File: config.mk
export PLATFORM = sky130hd
export DESIGN_NAME = inst_fetch_flat
export DESIGN_NICKNAME = d
export VERILOG_FILES = /design/src/rtl/inst_fetch_pkg.sv /design/src/rtl/inst_fetch_if.sv /design/src/rtl/inst_fetch_fifo.sv /design/src/rtl/inst_fetch.sv /design/src/flat_wrapper.sv
export SDC_FILE = /design/constraint.sdc
export NUM_CORES = 1
export LEC_CHECK = 0
export ABC_AREA = 1
export BUFFER_PORTS_ARGS = -buffer_cell sky130_fd_sc_hd__buf_2
export CAP_MARGIN = 10
export CORE_MARGIN = 8
export CORE_UTILIZATION = 50
export DETAILED_ROUTE_END_ITERATION = 12
export PLACE_DENSITY = 0.81
export SYNTH_ARGS = -nofsm -noshare
export SYNTH_HDL_FRONTEND = slang
export SYNTH_SLANG_ARGS = --single-unit
File: constraint.sdc
create_clock -name clk -period 3.7 [get_ports clk]
set_input_delay 0.37 -clock clk [delete_from_list [all_inputs] [get_ports clk]]
set_output_delay 0.37 -clock clk [all_outputs]
set_load 0.005 [all_outputs]
File: src/rtl/inst_fetch_pkg.sv
// Shared widths, reset vector and FSM state type for the
// instruction-fetch front end (no ports; imported by all fetch files).
package inst_fetch_pkg;

  localparam int WORD = 64;
  localparam int INST_SIZE = 32;
  localparam int INST_BYTES = 4;
  localparam int FETCH_DEPTH = 2;
  localparam logic [WORD-1:0] DEF_RESET_PC = 64'h0;

  typedef enum logic {
    ST_RUN,
    ST_KILL
  } fetch_st_e;

endpackage

File: src/rtl/inst_fetch_if.sv
// Fetch bus: imem request/response plus the inst valid/ready stream and
// redirect. master = fetch unit, slave = memory/decode environment.
interface inst_fetch_if
  import inst_fetch_pkg::*;
#(
  parameter int PC_W = WORD,
  parameter int INST_W = INST_SIZE
) ();

  logic              imem_req;
  logic [PC_W-1:0]   imem_addr;
  logic [INST_W-1:0] imem_rdata;
  logic              inst_valid;
  logic [INST_W-1:0] inst;
  logic [PC_W-1:0]   inst_pc;
  logic              id_ready;
  logic              redirect;
  logic [PC_W-1:0]   redirect_pc;

  modport master (
    output imem_req, imem_addr,
    output inst_valid, inst, inst_pc,
    input  imem_rdata, id_ready,
    input  redirect, redirect_pc
  );

  modport slave (
    input  imem_req, imem_addr,
    input  inst_valid, inst, inst_pc,
    output imem_rdata, id_ready,
    output redirect, redirect_pc
  );

endinterface

File: src/rtl/inst_fetch_fifo.sv
// Synchronous DEPTH-entry FIFO of {pc, inst}. Ports: clk, rst, push,
// pop, flush (beats push), wdata in; count and registered head out.
module inst_fetch_fifo #(
  parameter int DEPTH = 2,
  parameter int W = 96
) (
  input  logic                         clk,
  input  logic                         rst,
  input  logic                         push,
  input  logic                         pop,
  input  logic                         flush,
  input  logic [W-1:0]                 wdata,
  output logic [$clog2(DEPTH+1)-1:0]   count,
  output logic [W-1:0]                 head
);

  localparam int PW = (DEPTH > 1) ? $clog2(DEPTH) : 1;
  localparam int CW = $clog2(DEPTH + 1);

  logic [W-1:0]  mem_q [DEPTH];
  logic [W-1:0]  mem_d [DEPTH];
  logic [PW-1:0] wr_q, wr_d;
  logic [PW-1:0] rd_q, rd_d;
  logic [CW-1:0] cnt_q, cnt_d;

  function automatic logic [PW-1:0] bump(
    input logic [PW-1:0] p
  );
    return (p == PW'(DEPTH - 1)) ? '0 : p + PW'(1);
  endfunction

  always_comb begin
    mem_d = mem_q;
    wr_d  = wr_q;
    rd_d  = rd_q;
    cnt_d = cnt_q;
    if (flush) begin
      wr_d  = '0;
      rd_d  = '0;
      cnt_d = '0;
    end else begin
      if (push) begin
        mem_d[wr_q] = wdata;
        wr_d = bump(wr_q);
      end
      if (pop) begin
        rd_d = bump(rd_q);
      end
      cnt_d = cnt_q + CW'(push) - CW'(pop);
    end
  end

  always_ff @(posedge clk) begin
    if (rst) begin
      for (int i = 0; i < DEPTH; i++) begin
        mem_q[i] <= '0;
      end
      wr_q  <= '0;
      rd_q  <= '0;
      cnt_q <= '0;
    end else begin
      mem_q <= mem_d;
      wr_q  <= wr_d;
      rd_q  <= rd_d;
      cnt_q <= cnt_d;
    end
  end

  assign count = cnt_q;
  assign head  = mem_q[rd_q];

endmodule

File: src/rtl/inst_fetch.sv
// LEGv8 fetch front end: pc, 1-cycle imem issue, kill FSM, output FIFO.
// Ports: clk, rst (sync, active-high), bus (inst_fetch_if.master).
module inst_fetch
  import inst_fetch_pkg::*;
#(
  parameter int              PC_W     = WORD,
  parameter int              INST_W   = INST_SIZE,
  parameter logic [PC_W-1:0] RESET_PC = DEF_RESET_PC,
  parameter int              DEPTH    = FETCH_DEPTH
) (
  input logic          clk,
  input logic          rst,
  inst_fetch_if.master bus
);

  localparam int CW = $clog2(DEPTH + 1);
  localparam int EW = PC_W + INST_W;

  fetch_st_e       st_q, st_d;
  logic [PC_W-1:0] pc_q, pc_d;
  logic [PC_W-1:0] req_pc_q, req_pc_d;
  logic            inflight_q, inflight_d;

  logic [CW-1:0]   count;
  logic [EW-1:0]   head;
  logic [CW:0]     occ;
  logic            pop;
  logic            push;
  logic            issue;

  assign pop = bus.inst_valid & bus.id_ready;

  // Slots already claimed once this cycle's pop leaves the FIFO.
  assign occ = (CW+1)'(count)
             + (CW+1)'(inflight_q)
             - (CW+1)'(pop);

  assign issue = !rst && !bus.redirect
              && (occ < (CW+1)'(DEPTH));

  assign push = inflight_q && (st_q == ST_RUN);

  always_comb begin
    st_d       = st_q;
    pc_d       = pc_q;
    req_pc_d   = req_pc_q;
    inflight_d = issue;
    if (bus.redirect) begin
      pc_d = {bus.redirect_pc[PC_W-1:2], 2'b00};
    end else if (issue) begin
      pc_d     = pc_q + PC_W'(INST_BYTES);
      req_pc_d = pc_q;
    end
    unique case (st_q)
      ST_RUN: begin
        if (bus.redirect && inflight_q) begin
          st_d = ST_KILL;
        end
      end
      ST_KILL: begin
        st_d = (bus.redirect && inflight_q)
             ? ST_KILL : ST_RUN;
      end
      default: st_d = ST_RUN;
    endcase
  end

  always_ff @(posedge clk) begin
    if (rst) begin
      st_q       <= ST_RUN;
      pc_q       <= {RESET_PC[PC_W-1:2], 2'b00};
      req_pc_q   <= '0;
      inflight_q <= 1'b0;
    end else begin
      st_q       <= st_d;
      pc_q       <= pc_d;
      req_pc_q   <= req_pc_d;
      inflight_q <= inflight_d;
    end
  end

  inst_fetch_fifo #(
    .DEPTH (DEPTH),
    .W     (EW)
  ) u_fifo (
    .clk   (clk),
    .rst   (rst),
    .push  (push),
    .pop   (pop),
    .flush (bus.redirect),
    .wdata ({req_pc_q, bus.imem_rdata}),
    .count (count),
    .head  (head)
  );

  assign bus.imem_req   = issue;
  assign bus.imem_addr  = pc_q;
  assign bus.inst_valid = (count != '0);
  assign bus.inst_pc    = head[EW-1:INST_W];
  assign bus.inst       = head[INST_W-1:0];

endmodule
File: src/flat_wrapper.sv
// flat-port wrapper written by rule: the top's interface ports become plain ports
module inst_fetch_flat import inst_fetch_pkg::*;
#(
  parameter int              PC_W     = WORD,
  parameter int              INST_W   = INST_SIZE,
  parameter logic [PC_W-1:0] RESET_PC = DEF_RESET_PC,
  parameter int              DEPTH    = FETCH_DEPTH
)
  (clk, rst, bus_imem_req, bus_imem_addr, bus_inst_valid, bus_inst, bus_inst_pc, bus_imem_rdata, bus_id_ready, bus_redirect, bus_redirect_pc);
  inst_fetch_if #(.PC_W(PC_W), .INST_W(INST_W)) bus_i ();
  input logic clk;
  input logic rst;
  output wire logic [$bits(bus_i.imem_req)-1:0] bus_imem_req;
  output wire logic [$bits(bus_i.imem_addr)-1:0] bus_imem_addr;
  output wire logic [$bits(bus_i.inst_valid)-1:0] bus_inst_valid;
  output wire logic [$bits(bus_i.inst)-1:0] bus_inst;
  output wire logic [$bits(bus_i.inst_pc)-1:0] bus_inst_pc;
  input wire logic [$bits(bus_i.imem_rdata)-1:0] bus_imem_rdata;
  input wire logic [$bits(bus_i.id_ready)-1:0] bus_id_ready;
  input wire logic [$bits(bus_i.redirect)-1:0] bus_redirect;
  input wire logic [$bits(bus_i.redirect_pc)-1:0] bus_redirect_pc;
  assign bus_imem_req = bus_i.imem_req;
  assign bus_imem_addr = bus_i.imem_addr;
  assign bus_inst_valid = bus_i.inst_valid;
  assign bus_inst = bus_i.inst;
  assign bus_inst_pc = bus_i.inst_pc;
  assign bus_i.imem_rdata = bus_imem_rdata;
  assign bus_i.id_ready = bus_id_ready;
  assign bus_i.redirect = bus_redirect;
  assign bus_i.redirect_pc = bus_redirect_pc;
  inst_fetch #(.PC_W(PC_W), .INST_W(INST_W), .RESET_PC(RESET_PC), .DEPTH(DEPTH)) u_core (.clk(clk), .rst(rst), .bus(bus_i));
endmodule
==> flow_summary_export.csv <==
group,metric,value,unit
outcome,status,"finished clean",
die,die_h,188.7,µm
layout,finalNetCount,2492,
timing,max_freq,298.9,MHz
worst_setup_path,worst_setup_path_start_kind,"flip-flop",
die,die_w,188.7,µm
clock_tree,cts.sinks,318,
logic_synthesis,synth-seq-cells,318,
clock_tree,htreeDepth,2,
clock_tree,worstSkewPairLatency,0.51,ns
timing,setup_viol,0,
timing,finalHoldWorstSlack,0.1085,ns
detailed_routing,antenna_left,0,
layout,layout_commonest_cell,"nand2_1",
global_routing,grt_usage,0.2520,
clock_tree,cts_max_path_buffers,3,
worst_setup_path,crit_family,"simple AND/OR/NAND/NOR gates",
clock_tree,hold_buffers,0,
worst_setup_path,cp.required,3.33,ns
clock_tree,post_cts_resize_count,0,
timing,fin_skew,0.01768,ns
logic_synthesis,synth.avg_cell_area,6.747,µm²
worst_setup_path,critical_path_class,"reg -> out",
detailed_routing,vias,15110,
timing,finalCritPeriodShare,0.9041,
timing,worst_pin_slew,1.163,ns
worst_setup_path,cp_max_fo,18,
pwr,p_leak,8.177,nW
placed_design,placed_area,0.01622,mm²
layout,layout_common_cells,"574 x nand2_1, 342 x nor2_1, 317 x dfxtp_1, 259 x o21ai_0, 255 x buf_2",
logic_synthesis,synth.distinct_cells,41,
pwr,pwr_density_cell,471.7,mW/mm²
pwr,switchingPower,2.065,mW
die,die_area,0.03562,mm²
worst_setup_path,endpoint_kind,"primary output",
detailed_routing,vias_per_cell,5.390,
layout,nFillCells,2698,
placed_design,dp_hpwl,31980,µm
layout,drive_above_1_share,0.1613,
pwr,p_comb_frac,0.103,
die,start_util,0.5060,
die,fp-row-count,63,
pwr,power,8.224,mW
timing,setup_tns,0,ns
timing,relSlewSlack,0.2249,
timing,rsz0062_at_grt,"false",
pwr,swShare,0.2511,
timing,fin_crit,3.345,ns
die,coreArea,0.02948,mm²
logic_synthesis,syn_area,0.01492,mm²
layout,seq_area,0.006370,mm²
detailed_routing,drcViolationCount,0,
global_routing,antenna_found_initial,0,
worst_setup_path,cpPeakStageDelay,0.49,ns
global_routing,grt_pass1_wl,74070,µm
layout,multi_input_area,0.007153,mm²
global_routing,grt_max_degree,145,
clock_tree,cts-root-buf,"clkbuf_16",
layout,utilization,0.5914,
detailed_routing,wl,46850,µm
clock_tree,numCtsBuffers,35,
global_routing,grt.overflow.total,0,
timing,hold_viol_final,0,
layout,final_area,0.01743,mm²
pwr,p_seq_frac,0.455,
clock_tree,clkTransAtPathRegs,0.06,ns
worst_setup_path,cp_cell_sequence,"or2_2 -> nand2_1 -> nor2_1 -> o21ai_0 -> fa_1 -> inv_1 -> nor2_2 -> nand2_4 -> clkinv_2 -> buf_2",
worst_hold_path,hp-class,"in -> reg",
global_routing,grt_pass1_vias,14090,
detailed_routing,drt_first_iter_violations,1468,
detailed_routing,drt_first_pass_iters,6,
worst_setup_path,cp.arrival,2.98,ns
worst_setup_path,cp_num_buf_inv,3,
pwr,p_clk_frac,0.442,
timing,slew_viol_final,0,
logic_synthesis,syn_inst,2211,
worst_setup_path,cpMaxStageDelayCell,"fa_1",
pwr,power.internal,6.160,mW
clock_tree,post_cts_buffers,0,
clock_tree,cts_tree,"yes",
detailed_routing,wl_per_cell,16.71,µm
die,ios,262,
logic_synthesis,yosys_warnings,0,
layout,area_growth,16.87,%
logic_synthesis,synth-seq-area-share,0.4267,
placed_design,io_buffers,255,
run,maxCapViolCount,0,
placed_design,gp_congestion,0.9818,
pwr,ir_drop,311.9,µV
==> routing by layer <==
layer | vias to the layer above | GRT usage | share of wire
met4 | 0 | 0.1037 | 0.038
met5 | - | 0 | 0
li1 | 7357 | - | -
met3 | 109 | 0.04695 | 0.091
met2 | 745 | 0.3937 | 0.45
met1 | 6896 | 0.3377 | 0.42
==> registers in the layout, indices dropped and copies added (netlist names) <==
name,flops
u_core.u_fifo.wr_q,1
u_core.inflight_q,1
u_core.u_fifo.count,2
u_core.bus.imem_addr,62
u_core.u_fifo.rd_q,1
u_core.st_q,1
u_core.u_fifo.mem_q,188
u_core.req_pc_q,62
==> logic make-up after synthesis <==
group,share of synthesized area
simple gates,0.2903
fa+ha+maj,0.003019
flops,0.4267
xor+xnor,0.01644
other cells,0.0002514
buf+inv,0.09486
compound gates,0.1684
==> final cells by class <==
type | instances | area share
antenna | 1 | 0.0001435
clock inverter | 10 | 0.008756
tap | 390 | 0.02799
timing repair buffer | 269 | 0.08282
clock buffer | 50 | 0.06050
inverter | 204 | 0.04414
multi-input combinational | 1561 | 0.4103
sequential | 318 | 0.3654
==> power by group through the flow <==
| stage | logic, mW | clock network [mW] | registers (mW) |
|---|---|---|---|
| finish | 0.849 | 3.64 | 3.74 |
| global route | 0.950 | 3.84 | 3.76 |
| CTS | 0.847 | 3.67 | 3.73 |
| detailed placement | 0.839 | 0 | 3.81 |
| global placement | 0.817 | 0 | 3.80 |
| floorplan | 0.534 | 0 | 3.77 |
==> worst register-to-register path, stage by stage (launching register included) <==
cell	delay, ns
dfxtp_1	0.38
or2_2	0.33
nand2_1	0.14
nor2_1	0.10
o21ai_0	0.28
fa_1	0.49
inv_1	0.08
nor2_2	0.05
nand2_4	0.09
buf_4	0.53
nor2_1	0.19
nand3_1	0.11
nand2_1	0.05
a21oi_1	0.11
nor2_1	0.05
==> worst paths after layout <==
check | from | to | slack, ns | cells after the start
max | u_core.u_fifo.count[1] | bus_imem_req | 0.35 | 10
min | bus_imem_rdata[24] | u_core.u_fifo.mem_q[120] | 0.11 | 3
max reg2reg | u_core.u_fifo.count[1] | u_core.bus.imem_addr[34] | 0.57 | 14
min reg2reg | u_core.u_fifo.wr_q | u_core.u_fifo.wr_q | 0.46 | 2
==> synthesized netlist by cell type (all sizes together) <==
cell / number / area share
clkbuf: 77 / 0.020
nor3: 5 / 0.0024
inv: 201 / 0.051
or2: 2 / 0.00084
and2: 1 / 0.00042
xnor2: 6 / 0.0035
a21boi: 1 / 0.00050
a32oi: 1 / 0.00059
nand4: 20 / 0.0084
ha: 2 / 0.0017
fa: 1 / 0.0013
a21oi: 158 / 0.053
a22oi: 3 / 0.0015
xor2: 22 / 0.013
buf: 54 / 0.024
a211oi: 28 / 0.016
nand2: 586 / 0.15
nor2: 371 / 0.10
nand3b: 14 / 0.0070
nand3: 49 / 0.018
clkinv: 3 / 0.00084
o21ai: 278 / 0.093
conb: 1 / 0.00025
dfxtp: 318 / 0.43
a31oi: 9 / 0.0038
==> metrics by stage <==
stage / setup WS (ns) / instances
2_1_floorplan: 1.252 / 2214
3_3_place_gp: 0.8425 / 2742
3_5_place_dp: 0.7505 / 2742
4_1_cts: 0.3210 / 2802
5_1_grt: 0.1785 / 2802
6_report: 0.3547 / 2803
Power figures use the tool's default switching activity.
